`src/rtl/bottle_fill_ctrl.sv`:
```
// Pill/bottle batch sequencer feeding the alarm stage; allFull is high once the batch target is met.
// Optional SPILL_CNT_EN macro builds a saturating counter of pills seen outside FILL.
module bottle_fill_ctrl #(
  parameter int CNT_W       = 8,
  parameter int SWAP_CYCLES = 16
) (
  input  logic             CLK,
  input  logic             RST_N,
  input  logic             START,
  input  logic             CLEAR,
  input  logic             PAUSE,
  input  logic             PILL,
  input  logic [CNT_W-1:0] PER_BOTTLE,
  input  logic [CNT_W-1:0] BOTTLE_TARGET,
  output logic [CNT_W-1:0] PILL_CNT,
  output logic [CNT_W-1:0] BOTTLE_CNT,
  output logic             BOTTLE_DONE,
  output logic             BUSY,
  output logic             allFull,
  output logic [CNT_W-1:0] SPILL_CNT
);

  typedef enum logic [1:0] {IDLE, FILL, SWAP, FULL} state_t;

  localparam int TMR_W = $clog2(SWAP_CYCLES + 1);

  state_t           state_q, state_nxt;
  logic [CNT_W-1:0] per_bottle_q, per_bottle_nxt;
  logic [CNT_W-1:0] bottle_target_q, bottle_target_nxt;
  logic [CNT_W-1:0] pill_cnt_nxt, bottle_cnt_nxt;
  logic [TMR_W-1:0] timer_q, timer_nxt;
  logic             done_nxt;
  logic             pill_p0, pill_p1, pill_p2, pill_evt;

  // Stage p0/p1 resynchronise the raw sensor; p2 and pill_evt form a registered rising-edge detect.
  always_ff @(posedge CLK or negedge RST_N) begin
    if (!RST_N) begin
      pill_p0  <= 1'b0;
      pill_p1  <= 1'b0;
      pill_p2  <= 1'b0;
      pill_evt <= 1'b0;
    end else begin
      pill_p0  <= PILL;
      pill_p1  <= pill_p0;
      pill_p2  <= pill_p1;
      pill_evt <= pill_p1 & ~pill_p2;
    end
  end

  always_comb begin
    state_nxt         = state_q;
    per_bottle_nxt    = per_bottle_q;
    bottle_target_nxt = bottle_target_q;
    pill_cnt_nxt      = PILL_CNT;
    bottle_cnt_nxt    = BOTTLE_CNT;
    timer_nxt         = timer_q;
    done_nxt          = 1'b0;
    if (CLEAR) begin
      state_nxt      = IDLE;
      pill_cnt_nxt   = '0;
      bottle_cnt_nxt = '0;
      timer_nxt      = '0;
    end else begin
      case (state_q)
        IDLE: begin
          if (START && (PER_BOTTLE != '0) && (BOTTLE_TARGET != '0)) begin
            per_bottle_nxt    = PER_BOTTLE;
            bottle_target_nxt = BOTTLE_TARGET;
            pill_cnt_nxt      = '0;
            bottle_cnt_nxt    = '0;
            state_nxt         = FILL;
          end
        end
        FILL: begin
          if (pill_evt) begin
            if ((PILL_CNT + CNT_W'(1)) != per_bottle_q) begin
              pill_cnt_nxt = PILL_CNT + CNT_W'(1);
            end else begin
              pill_cnt_nxt   = '0;
              bottle_cnt_nxt = BOTTLE_CNT + CNT_W'(1);
              done_nxt       = 1'b1;
              if ((BOTTLE_CNT + CNT_W'(1)) == bottle_target_q) begin
                state_nxt = FULL;
              end else begin
                state_nxt = SWAP;
                timer_nxt = TMR_W'(SWAP_CYCLES);
              end
            end
          end
        end
        SWAP: begin
          // The edge that takes the timer to zero is also the edge back into FILL.
          if (!PAUSE) begin
            if (timer_q <= TMR_W'(1)) begin
              timer_nxt = '0;
              state_nxt = FILL;
            end else begin
              timer_nxt = timer_q - TMR_W'(1);
            end
          end
        end
        FULL:    state_nxt = FULL;
        default: state_nxt = IDLE;
      endcase
    end
  end

  // BUSY/allFull are registered from the next state so they track state_q exactly.
  always_ff @(posedge CLK or negedge RST_N) begin
    if (!RST_N) begin
      state_q         <= IDLE;
      per_bottle_q    <= '0;
      bottle_target_q <= '0;
      timer_q         <= '0;
      PILL_CNT        <= '0;
      BOTTLE_CNT      <= '0;
      BOTTLE_DONE     <= 1'b0;
      BUSY            <= 1'b0;
      allFull         <= 1'b0;
    end else begin
      state_q         <= state_nxt;
      per_bottle_q    <= per_bottle_nxt;
      bottle_target_q <= bottle_target_nxt;
      timer_q         <= timer_nxt;
      PILL_CNT        <= pill_cnt_nxt;
      BOTTLE_CNT      <= bottle_cnt_nxt;
      BOTTLE_DONE     <= done_nxt;
      BUSY            <= (state_nxt == FILL) || (state_nxt == SWAP);
      allFull         <= (state_nxt == FULL);
    end
  end

`ifdef SPILL_CNT_EN
  always_ff @(posedge CLK or negedge RST_N) begin
    if (!RST_N) begin
      SPILL_CNT <= '0;
    end else if (CLEAR) begin
      SPILL_CNT <= '0;
    end else if (pill_evt && (state_q != FILL) && (SPILL_CNT != '1)) begin
      SPILL_CNT <= SPILL_CNT + CNT_W'(1);
    end
  end
`else
  assign SPILL_CNT = '0;
`endif

endmodule

```
`config.mk`:
```
export PLATFORM = sky130hd
export DESIGN_NAME = bottle_fill_ctrl
export DESIGN_NICKNAME = d
export VERILOG_FILES = /design/src/rtl/bottle_fill_ctrl.sv
export SDC_FILE = /design/constraint.sdc
export NUM_CORES = 1
export LEC_CHECK = 0
export BUFFER_PORTS_ARGS = -buffer_cell sky130_fd_sc_hd__buf_2
export CAP_MARGIN = 20
export CORE_MARGIN = 2
export CORE_UTILIZATION = 25
export CTS_CLUSTER_DIAMETER = 50
export DETAILED_ROUTE_END_ITERATION = 6
export PLACE_DENSITY_LB_ADDON = 0.12
export SYNTH_ARGS = -nofsm -noshare
export SYNTH_HDL_FRONTEND = slang
export SYNTH_SLANG_ARGS = --single-unit
```
`constraint.sdc`:
```
create_clock -name CLK -period 3.1 [get_ports CLK]
set_input_delay 0.155 -clock CLK [delete_from_list [all_inputs] [get_ports CLK]]
set_output_delay 0.155 -clock CLK [all_outputs]
set_load 0.01 [all_outputs]
```
# == Yosys cells after proc, flatten, opt, wreduce, memory -nomap -nowiden ==
# Cells that the tools add are included.
# word_totals
wordCells,73
inputBits,22
ff_bits,46
out_inout_bits,27
# classes
n_eq_ne,13
mux,28
n_reduce_logical,12
bitwise,3
n_addsub,3
magnitude_cmp,1
# ops
op,count
$mux 8,7
$pmux 8 s2,2
$mux 5,6
$add 8x1->8 const B,2
$reduce_bool 8->1,2
$ne 3x3->1 const B,5
$mux 2,6
$pmux 5 s2,1
$eq 2x2->1 const B,4
$eq 8x8->1,1
$ne 8x8->1,1
$pmux 2 s4,1
$reduce_and 3->1,2
$reduce_bool 3->1,2
$le 5x1->1 const B,1
$mux 1,5
$reduce_and 5->1,1
$sub 5x1->5 const B,1
$eq 2x1->1 const B,2
$reduce_and 4->1,1
$logic_and 1x1->1,2
$logic_not 2->1,1
$not 1->1,2
$and 1x1->1,1
$logic_or 1x1->1,1

# == Longest topological paths before layout ==
# Gate-level depths: netlist of the first run.
# depth
depth_word,9
mapped_depth,10
depth_no_buf,9

# == Worst setup path after synthesis of the first run ==
# OpenSTA, ideal clock, no wires.
# synth_timing
path_kind,reg-to-reg
start,register PILL_CNT[1]
end,register BUSY
setup_ns,0.126
synth_period_minus_slack_ns,2.642
n_path_buf,1
path_slack_ns,0.458
t_arrival_ns,2.516
stages_incl_launch_ff,11
required_time_ns,2.974
path_cell_list,dfrtp_1 -> ha_1 -> clkbuf_1 -> and3_1 -> xnor2_1 -> o21ai_0 -> or4_4 -> nor3b_1 -> nand2_1 -> a21oi_1 -> ha_1
# synth_via
elab_chain_cells,8
elab_cells_between_ends,9
classes_between,1 x add/sub; 3 x eq/ne; 4 x mux; 1 x reduce/logical
# synth_lines
item,line_no,source
start: declaration,15,"output logic [CNT_W-1:0] PILL_CNT,"
start signal: assignment,125,PILL_CNT <= pill_cnt_nxt;
$add 8x1->8 (*),76,if ((PILL_CNT + CNT_W'(1)) != per_bottle_q) begin
$ne 8x8->1 (*),76,
$mux 2 (*),76,
$mux 2 (*),75,if (pill_evt) begin
$pmux 2 s4 (*),64,case (state_q)
$mux 2 (*),58,if (CLEAR) begin
via state_nxt[1],27,"state_t state_q, state_nxt;"
$eq 2x1->1 or $eq 2x2->1 (tied branches),128,BUSY <= (state_nxt == FILL) || (state_nxt == SWAP);
$logic_or 1x1->1 (*),128,
end signal: assignment,128,
end: declaration,18,"output logic BUSY,"
# Mark *: on every way through the listed nets, which the timed path passes. The rest lies on a longest branch.
# A chain may end at the register's enable or synchronous reset.

# == Worst setup path in the final report of the first run ==
# layout_timing
start,register BOTTLE_CNT[0]
end,register timer_q[1]
# layout_via
elab_chain_cells,4
# layout_lines
item,line_no,source
start: declaration,16,"output logic [CNT_W-1:0] BOTTLE_CNT,"
start signal: assignment,126,BOTTLE_CNT <= bottle_cnt_nxt;
$add 8x1->8,82,if ((BOTTLE_CNT + CNT_W'(1)) == bottle_target_q) begin
$eq 8x8->1,82,
$ne 3x3->1 (no line),--,
$reduce_and 5->1 (no line),--,
end signal: assignment,124,timer_q <= timer_nxt;
end: declaration,31,"logic [TMR_W-1:0] timer_q, timer_nxt;"
# Every way passes these cells.

==> results of run 1 <==
-- repair_timing --
action,4_1_cts,5_1_grt
gates resized for setup,0,1
hold endpoints to repair,30,0
endpoints found under the setup margin,0,1
hold buffers,2,0
-- worst max-delay path: stages, from the launching register on --
cell and delay, ns:
dfrtp_1 0.51, ha_1 0.31, and3_1 0.29, xnor2_1 0.08, or3_1 0.31, a311oi_2 0.38, a31oi_1 0.20, o21ai_2 0.19
mux2_1 0.33
-- power groups by stage --
stage | sequential (mW) | combinational [mW] | clock, mW
2_1_floorplan | 0.696 | 0.198 | 0
3_3_place_gp | 0.714 | 0.258 | 0
3_5_place_dp | 0.714 | 0.258 | 0
4_1_cts | 0.701 | 0.261 | 0.565
5_1_grt | 0.708 | 0.291 | 0.586
6_report | 0.700 | 0.257 | 0.544
-- synthesized netlist by cell type, types with 4 or more instances --
cell type,n
dfrtp_1,46
buf_2,4
o21ai_0,9
nand2_1,18
nor3_1,6
a22o_1,6
clkbuf_1,4
ha_1,5
and3_1,4
nand3_1,12
mux2_2,17
nor4_1,4
buf_4,8
a21oi_1,10
xnor2_1,14
o31ai_1,12
o21ai_1,4
xor2_1,8
nor2_1,24
nand2b_1,7
-- flip-flops by register name, indices dropped and copies added, names as in the netlist --
| register | count |
|---|---|
| BOTTLE_CNT | 8 |
| PILL_CNT | 8 |
| bottle_target_q | 8 |
| per_bottle_q | 8 |
| timer_q | 5 |
| state_q | 2 |
| BOTTLE_DONE | 1 |
| BUSY | 1 |
| allFull | 1 |
| pill_evt | 1 |
| pill_p0 | 1 |
| pill_p1 | 1 |
| pill_p2 | 1 |
-- through the flow --
stage	instances	area (sq um)
3_3_place_gp	436	2974
6_report	446	3134
5_1_grt	446	3134
4_1_cts	446	3132
2_1_floorplan	276	2710
3_5_place_dp	436	2974
-- metal layers --
metal | track usage [%] | vias to the layer above
li1 | - | 1035
met1 | 16.92 | 989
met2 | 18.82 | 43
met3 | 2.058 | 6
met4 | 3.022 | 0
met5 | 0 | -
-- cells by family (layout without fill, tap and decap cells) --
family / count (synthesis) / count (layout) / synth area share (%)
simple gates: 97 / 97 / 19.49
compound gates: 58 / 58 / 15.20
flops: 46 / 46 / 42.89
xor+xnor: 22 / 22 / 7.180
buf+inv: 22 / 56 / 5.221
mux: 18 / 18 / 7.552
fa+ha+maj: 5 / 5 / 2.331
other cells: 1 / 8 / 0.1397
-- final timing paths --
path | from | to
max | BOTTLE_CNT[0] | timer_q[1]
min | BOTTLE_TARGET[4] | bottle_target_q[4]
max reg2reg | BOTTLE_CNT[0] | timer_q[1]
min reg2reg | pill_p0 | pill_p1
max in group asynchronous | RST_N | pill_evt
min in group asynchronous | RST_N | per_bottle_q[0]
-- cell type report --
type,instances,area share (%)
sequential,46,36.73
inverter,3,0.3593
clock buffer,5,2.196
timing repair buffer,45,7.745
tap,136,5.429
clock inverter,3,2.196
multi-input combinational,208,45.35
==> impl_metrics.csv, run 1 <==
group,metric,value,unit
timing,setup_viol,0,
die,die_y,107.6,um
pwr,power_frac_seq,46.6,%
timing,hold_ws,0.09242,ns
final_layout,final_nets,336,
synth,netlist_instances,269,
synth,yosysSeqAreaShare,42.89,%
cts,cts_tree,"done",
pwr,cellLeakagePower,1.465,nW
final_layout,final_common_cell,"dfrtp_1",
cts,insertion_delay,0.30,ns
global_routing,grt_usage,11.94,%
timing,fin_crit,2.727,ns
pwr,switchingPower,0.4010,mW
global_routing,antenna_found_initial,0,
cts,cts.sinks,46,
drt,highest_layer,"met4",
synth,yosys-top-cells-area,"dfrtp_1 43%, mux2_2 7.1%, xnor2_1 4.6%",
placement,hpwl,4.843,mm
pwr,clkPwrFrac,36.3,%
drt,wl_met3,228,um
setup_path,worstPathRequired,3.29,ns
timing,hold_violations,0,
timing,tns,0,ns
pwr,p_per_area,478.8,mW/mm^2
outcome,status,"complete, no violations",
die,start_util,25.88,%
drt,wl_met1,3.295,mm
final_layout,post-route-util,30.22,%
timing,fin_ws,0.3734,ns
synth,synth.yosys.warnings,0,
die,rows,37,
synth,synth.cell_area,0.002684,sq mm
global_routing,grt_remaining_overflow,0,
cts,clock-root-buffer,"clkbuf_8",
timing,slew_violations,0,
die,core_area,0.01037,sq mm
setup_path,critPathArrivalTime,2.92,ns
global_routing,grt_pass1_wl,10.85,mm
cts,clkTransAtPathRegs,0.10,ns
die,dieArea,0.01158,sq mm
pwr,p_comb_share,17.1,%
synth,synth_top_cell_area_share,42.89,%
run,maxCapViolations,0,
synth,avgSynthCellArea,9.977,sq um
drt,routed-wl-met2,2.897,mm
timing,skew,0.01241,ns
placement,place_ws,0.3088,ns
timing,rsz0062_at_grt,"false",
setup_path,end_kind,"flip-flop",
hold_path,hold_path.class,"in2reg",
placement,port-buffer-count,40,
timing,slew_headroom,50.86,%
cts,post_cts_buffers,0,
synth,ys_types,54,
drt,vias,2073,
final_layout,antennaDiodeCount,0,
placement,gp_congestion,0.8193,
synth,synth_edf_count,0,
global_routing,grt_pass1_vias,2059,
pwr,ir_worst_vdd,0.1932,mV
final_layout,drive_gt1_share,25.48,%
pwr,p_int,1.100,mW
drt,wire_per_inst,14.55,um
timing,fmax,366.8,MHz
hold_path,hold_depth,2,
cts,cts_buffers,5,
setup_path,r2r_slack,0.37,ns
setup_path,reg2reg_depth,8,
final_layout,final_cell_mix,"46 x dfrtp_1, 40 x buf_2, 24 x nor2_1, 18 x nand2_1, 17 x mux2_2",
cts,htreeDepth,2,
die,io_pins,49,
synth,synth_ff_type,"dfrtp_1",
setup_path,crit_fanout,7,
pwr,power,1.501,mW
timing,tightest_slew,0.7353,ns
drt,routed_wl,6.490,mm
final_layout,regArea,0.001151,sq mm
timing,fin_crit_sh,87.95,%
pwr,switching_share,26.72,%
synth,synth_top_cell_by_area,"dfrtp_1",
synth,ys_ff_latch,46,
global_routing,grt_max_degree,31,
setup_path,cp-start-kind,"flip-flop",
drt,drt-vias-per-instance,4.648,
final_layout,flow.area_growth_from_synthesis,16.78,%
setup_path,path_class,"reg2reg",
drt,drtPass1Iterations,4,
final_layout,fill_cells,1114,
drt,drc,0,
cts,clock_path_buffers,2,
synth,async_flop_share,100.0,%
drt,ant_nets,0,
final_layout,multi_input_area,0.001421,sq mm
drt,detail_route.iter0.violations,78,
die,die_w,107.6,um
No activity file was read; power rests on OpenSTA's default activity.
==> inputs of run 2 (changes only) <==
--- a/config.mk
+++ b/config.mk
@@ -7,11 +7,13 @@
 export LEC_CHECK = 0
 export BUFFER_PORTS_ARGS = -buffer_cell sky130_fd_sc_hd__buf_2
 export CAP_MARGIN = 20
+export CORE_ASPECT_RATIO = 1.4
 export CORE_MARGIN = 2
 export CORE_UTILIZATION = 25
 export CTS_CLUSTER_DIAMETER = 50
 export DETAILED_ROUTE_END_ITERATION = 6
 export PLACE_DENSITY_LB_ADDON = 0.12
+export SLEW_MARGIN = 20
 export SYNTH_ARGS = -nofsm -noshare
 export SYNTH_HDL_FRONTEND = slang
 export SYNTH_SLANG_ARGS = --single-unit
==> run 2 against run 1 <==
Compared with the run above:
- clock skew is 0.0097 ns lower
- first-iteration DRC count rose by 6.4%
- sequential share of layout area is 0.35 points lower
- global-route usage increased by 0.76 points
- critical endpoint is now BUSY
- largest cell class unchanged
- largest power group unchanged
- design area increased by 0.96%
- die area rose by 0.10%
==> impl_metrics.csv, run 2 (synthesis gave the netlist of run 1 again) <==
group,metric,value,unit
outcome,status,"complete, no violations",
pwr,p_per_area,495.4,mW/mm^2
global_routing,grt_pass1_wl,11.52,mm
final_layout,flow.area_growth_from_synthesis,17.90,%
timing,skew,0.002717,ns
global_routing,grt_remaining_overflow,0,
setup_path,worstPathRequired,3.28,ns
die,start_util,25.79,%
die,io_pins,49,
final_layout,final_common_cell,"dfrtp_1",
pwr,cellLeakagePower,1.480,nW
setup_path,max_stage_delay,0.49,ns
placement,port-buffer-count,40,
final_layout,antennaDiodeCount,0,
timing,setup_viol,0,
pwr,ir_worst_vdd,0.2250,mV
drt,drtPass1Iterations,4,
setup_path,reg2reg_depth,9,
setup_path,path_cells,"ha_2 -> and3_1 -> xnor2_1 -> o21ai_0 -> or4_4 -> nor3b_1 -> nand2_1 -> a21oi_1 -> ha_1",
cts,cts_buffers,5,
placement,hpwl,5.247,mm
run,maxCapViolations,0,
cts,cts_tree,"done",
drt,ant_nets,0,
cts,htreeDepth,2,
global_routing,grt_usage,12.70,%
global_routing,antenna_found_initial,0,
die,rows,44,
timing,hold_ws,0.1070,ns
drt,detail_route.iter0.violations,83,
final_layout,post-route-util,30.41,%
final_layout,instances_no_fill,448,
die,die_y,126.6,um
setup_path,startpoint,"PILL_CNT[1]",
global_routing,grt_max_degree,26,
hold_path,hold_path.class,"in2reg",
setup_path,critPathSlowestCell,"dfrtp_1",
drt,routed_wl,6.759,mm
drt,routed-wl-met2,3.711,mm
cts,insertion_delay,0.29,ns
final_layout,fin_area,0.003164,sq mm
cts,clock-root-buffer,"clkbuf_16",
setup_path,r2r-start,"PILL_CNT[1]",
cts,clock_path_buffers,2,
timing,tightest_slew,0.7095,ns
placement,gp_congestion,0.7717,
setup_path,setup.worst_path.end,"BUSY",
setup_path,r2r_end,"BUSY",
final_layout,final_nets,336,
final_layout,fill_cells,1115,
timing,fmax,366.1,MHz
timing,fin_crit,2.731,ns
timing,hold_violations,0,
drt,wire_per_inst,15.09,um
timing,rsz0062_at_grt,"false",
die,die_w,91.57,um
setup_path,path_class,"reg2reg",
final_layout,final_cell_mix,"46 x dfrtp_1, 40 x buf_2, 24 x nor2_1, 18 x nand2_1, 17 x mux2_2",
setup_path,end_kind,"flip-flop",
timing,slew_headroom,52.58,%
setup_path,r2r_slack,0.37,ns
drt,drc,0,
drt,wl_met1,2.696,mm
drt,drt-vias-per-instance,4.672,
die,dieArea,0.01159,sq mm
placement,placed_cells,438,
timing,slew_violations,0,
setup_path,cp-start-kind,"flip-flop",
cts,post_cts_buffers,0,
final_layout,drive_gt1_share,25.48,%
drt,vias,2093,
setup_path,critPathArrivalTime,2.91,ns
placement,place_area,0.002977,sq mm
timing,fin_crit_sh,88.11,%
setup_path,crit_fanout,9,
timing,tns,0,ns
die,core_area,0.01041,sq mm
cts,cts.sinks,46,
cts,clkTransAtPathRegs,0.06,ns
drt,wl_met3,188,um
drt,highest_layer,"met4",
global_routing,grt_pass1_vias,2241,
run 2: power breakdown:
group | internal [mW] | total, mW | switching, mW
Clock | 0.378 | 0.611 | 0.234
Sequential | 0.652 | 0.701 | 0.0485
Combinational | 0.125 | 0.256 | 0.130
run 2: through the flow:
| stage | total power [mW] | setup WS (ns) |
|---|---|---|
| CTS | 1.594 | 0.2626 |
| detailed placement | 0.9723 | 0.2800 |
| finish | 1.568 | 0.3686 |
| global placement | 0.9727 | 0.3421 |
| global route | 1.655 | 0.05259 |
| floorplan | 0.8941 | 0.4581 |
run 2: repair_timing:
item | CTS | global route
hold buffers | 2 | 0
endpoints found under the hold margin | 25 | 0
endpoints found under the setup margin | 0 | 1
resized for setup | 0 | 1
run 2: area by class of cell:
| cell class | count | area (sq um) | share of cell area, % |
|---|---|---|---|
| multi-input cells | 208 | 1421 | 44.92 |
| clock buffers | 5 | 125.1 | 3.954 |
| repair buffers | 45 | 242.7 | 7.671 |
| flip-flops and latches | 46 | 1151 | 36.38 |
| inverters | 3 | 11.26 | 0.3559 |
| clock inverters | 3 | 40.04 | 1.265 |
| well taps | 138 | 172.7 | 5.457 |
run 2: worst min-delay path by stage:
stage	end	cells past startpoint	from
2_1_floorplan	BOTTLE_CNT[0]	0	RST_N
3_3_place_gp	pill_p0	1	RST_N
3_5_place_dp	pill_p0	1	RST_N
4_1_cts	per_bottle_q[6]	2	PER_BOTTLE[6]
5_1_grt	per_bottle_q[1]	2	PER_BOTTLE[1]
6_report	per_bottle_q[6]	2	PER_BOTTLE[6]
run 2: metal layers:
metal | vias to the layer above | track usage [%]
met3 | 9 | 2.138
met4 | 0 | 5.437
met5 | - | 0
met1 | 1026 | 14.02
li1 | 1026 | -
met2 | 32 | 23.66
run 2: critical path: cells and delay by family (launching register included):
kind            cells  cell delay [ns]
flops               1             0.49
xor+xnor            1             0.12
compound gates      2             0.29
fa+ha+maj           2             0.60
simple gates        4             1.10
==> inputs of run 3 (changes only) <==
--- a/config.mk
+++ b/config.mk
@@ -13,6 +13,7 @@
 export CTS_CLUSTER_DIAMETER = 50
 export DETAILED_ROUTE_END_ITERATION = 6
 export PLACE_DENSITY_LB_ADDON = 0.12
+export RECOVER_POWER = 50
 export SLEW_MARGIN = 20
 export SYNTH_ARGS = -nofsm -noshare
 export SYNTH_HDL_FRONTEND = slang
==> run 3 against run 2 <==
Compared with the run above:
- cell count stayed put
- sequential power hardly changed
- clock skew hardly changed
- critical path depth stayed put
- combinational power hardly changed
- core utilization is 0.29 points lower
- global-route usage stayed put
- wire length hardly changed
- worst hold slack better by 0.0015 ns
- largest power group unchanged
==> impl_metrics.csv, run 3 (synthesis gave the netlist of run 1 again) <==
group,metric,value,unit
die,io_pins,49,
setup_path,crit_fanout,9,
timing,fin_crit,2.816,ns
global_routing,grt_pass1_wl,11.52,mm
setup_path,critPathSlowestCell,"or4_4",
run,maxCapViolations,0,
setup_path,r2r_slack,0.28,ns
global_routing,grt_usage,12.70,%
setup_path,max_stage_delay,0.58,ns
pwr,power,1.563,mW
cts,post_cts_buffers,0,
timing,slew_violations,0,
final_layout,final_common_cell,"dfrtp_1",
cts,clkTransAtPathRegs,0.06,ns
die,start_util,25.79,%
placement,place_ws,0.2800,ns
global_routing,grt_pass1_vias,2241,
cts,clock-root-buffer,"clkbuf_16",
pwr,cellLeakagePower,1.395,nW
setup_path,worstPathRequired,3.27,ns
hold_path,min_to,"per_bottle_q[6]",
hold_path,min_from,"PER_BOTTLE[6]",
final_layout,final_nets,336,
setup_path,r2r_end,"BUSY",
drt,detail_route.iter0.violations,103,
placement,gp_congestion,0.7717,
global_routing,grt_remaining_overflow,0,
timing,skew,0.002722,ns
timing,rsz0062_at_grt,"false",
placement,hpwl,5.247,mm
timing,fin_ws,0.2842,ns
cts,cts.sinks,46,
final_layout,antennaDiodeCount,0,
drt,drt-vias-per-instance,4.725,
setup_path,reg2reg_depth,9,
final_layout,flow.area_growth_from_synthesis,16.78,%
timing,tns,0,ns
drt,drtPass1Iterations,4,
timing,hold_violations,0,
outcome,status,"complete, no violations",
setup_path,cpLargestDelayFamily,"simple AND/OR/NAND/NOR gates",
die,die_y,126.6,um
setup_path,worst-path-buf-inv,1,
cts,cts_tree,"done",
die,dieArea,0.01159,sq mm
setup_path,critPathArrivalTime,2.99,ns
placement,port-buffer-count,40,
hold_path,hold_path.class,"in2reg",
setup_path,path_cells,"clkbuf_1 -> and3_4 -> xnor2_1 -> nand3_1 -> or4_4 -> nor3b_1 -> nand2_1 -> a21oi_1 -> ha_1",
timing,fin_crit_sh,90.83,%
drt,routed_wl,6.756,mm
timing,tightest_slew,1.423,ns
drt,drc,0,
timing,slew_headroom,5.135,%
global_routing,antenna_found_initial,0,
global_routing,grt_max_degree,26,
timing,setup_viol,0,
pwr,p_per_area,498.8,mW/mm^2
cts,insertion_delay,0.29,ns
cts,cts_buffers,5,
setup_path,path_class,"reg2reg",
die,core_area,0.01041,sq mm
pwr,ir_worst_vdd,0.2225,mV
final_layout,final_cell_mix,"46 x dfrtp_1, 24 x nor2_1, 21 x buf_2, 20 x clkbuf_1, 18 x nand2_1",
drt,wire_per_inst,15.08,um
die,die_w,91.57,um
setup_path,r2r-start,"PILL_CNT[0]",
die,rows,44,
final_layout,fill_cells,1128,
drt,ant_nets,0,
final_layout,post-route-util,30.12,%
setup_path,end_kind,"flip-flop",
hold_path,hold_depth,2,
timing,fmax,355.1,MHz
cts,htreeDepth,2,
cts,clock_path_buffers,2,
final_layout,drive_gt1_share,19.03,%
drt,vias,2117,
setup_path,cp-start-kind,"flip-flop",
-- run 3: cell types whose count changed in the layout (fill, tap and decap cells not counted) --
cell      delta
clkbuf_2     +1
buf_4        -2
buf_2       -19
clkbuf_1    +20
-- run 3: per-stage QoR --
step           hold WS, ns  area [sq um]  instances
2_1_floorplan      -0.1406          2710        276
3_5_place_dp        0.1946          2977        438
5_1_grt             0.1049          3134        448
4_1_cts             0.1005          3162        448
6_report            0.1085          3134        448
3_3_place_gp        0.1950          2977        438
-- run 3: repair_timing --
| item | 4_1_cts | 5_1_grt |
|---|---|---|
| endpoints found under the setup margin | 0 | 1 |
| endpoints found under the hold margin | 25 | 0 |
| hold buffers | 2 | 0 |
| resized for setup | 0 | 1 |
-- run 3: how the worst max path moves through the flow --
stage / slack (ns) / startpoint / end / cells past startpoint
finish: 0.28 / PILL_CNT[0] / BUSY / 9
global route: 0.05 / PILL_CNT[1] / BUSY / 9
CTS: 0.26 / PILL_CNT[1] / BUSY / 9
detailed placement: 0.28 / PILL_CNT[1] / BUSY / 9
global placement: 0.34 / PILL_CNT[1] / BUSY / 9
floorplan: 0.46 / PILL_CNT[1] / BUSY / 10
-- run 3: final cells by class --
| type | count | area [sq um] | area share (%) |
|---|---|---|---|
| sequential | 46 | 1151 | 36.73 |
| clock inverter | 3 | 40.04 | 1.277 |
| timing repair buffer | 45 | 212.7 | 6.786 |
| clock buffer | 5 | 125.1 | 3.992 |
| multi-input combinational | 208 | 1421 | 45.35 |
| inverter | 3 | 11.26 | 0.3593 |
| tap | 138 | 172.7 | 5.509 |
-- run 3: where the power goes --
group	switching, mW	leakage, nW	internal (mW)
sequential	0.0484	0.595	0.652
clock	0.232	0.0836	0.377
combinational	0.130	0.716	0.123
total	0.411	1.39	1.15
-- run 3: metal layers --
| layer | part of all wire, % | vias up | global-route usage, % |
|---|---|---|---|
| li1 | - | 1029 | - |
| met1 | 40 | 1039 | 14.02 |
| met2 | 55 | 38 | 23.66 |
| met3 | 2.8 | 11 | 2.138 |
| met4 | 2.7 | 0 | 5.437 |
| met5 | 0 | - | 0 |
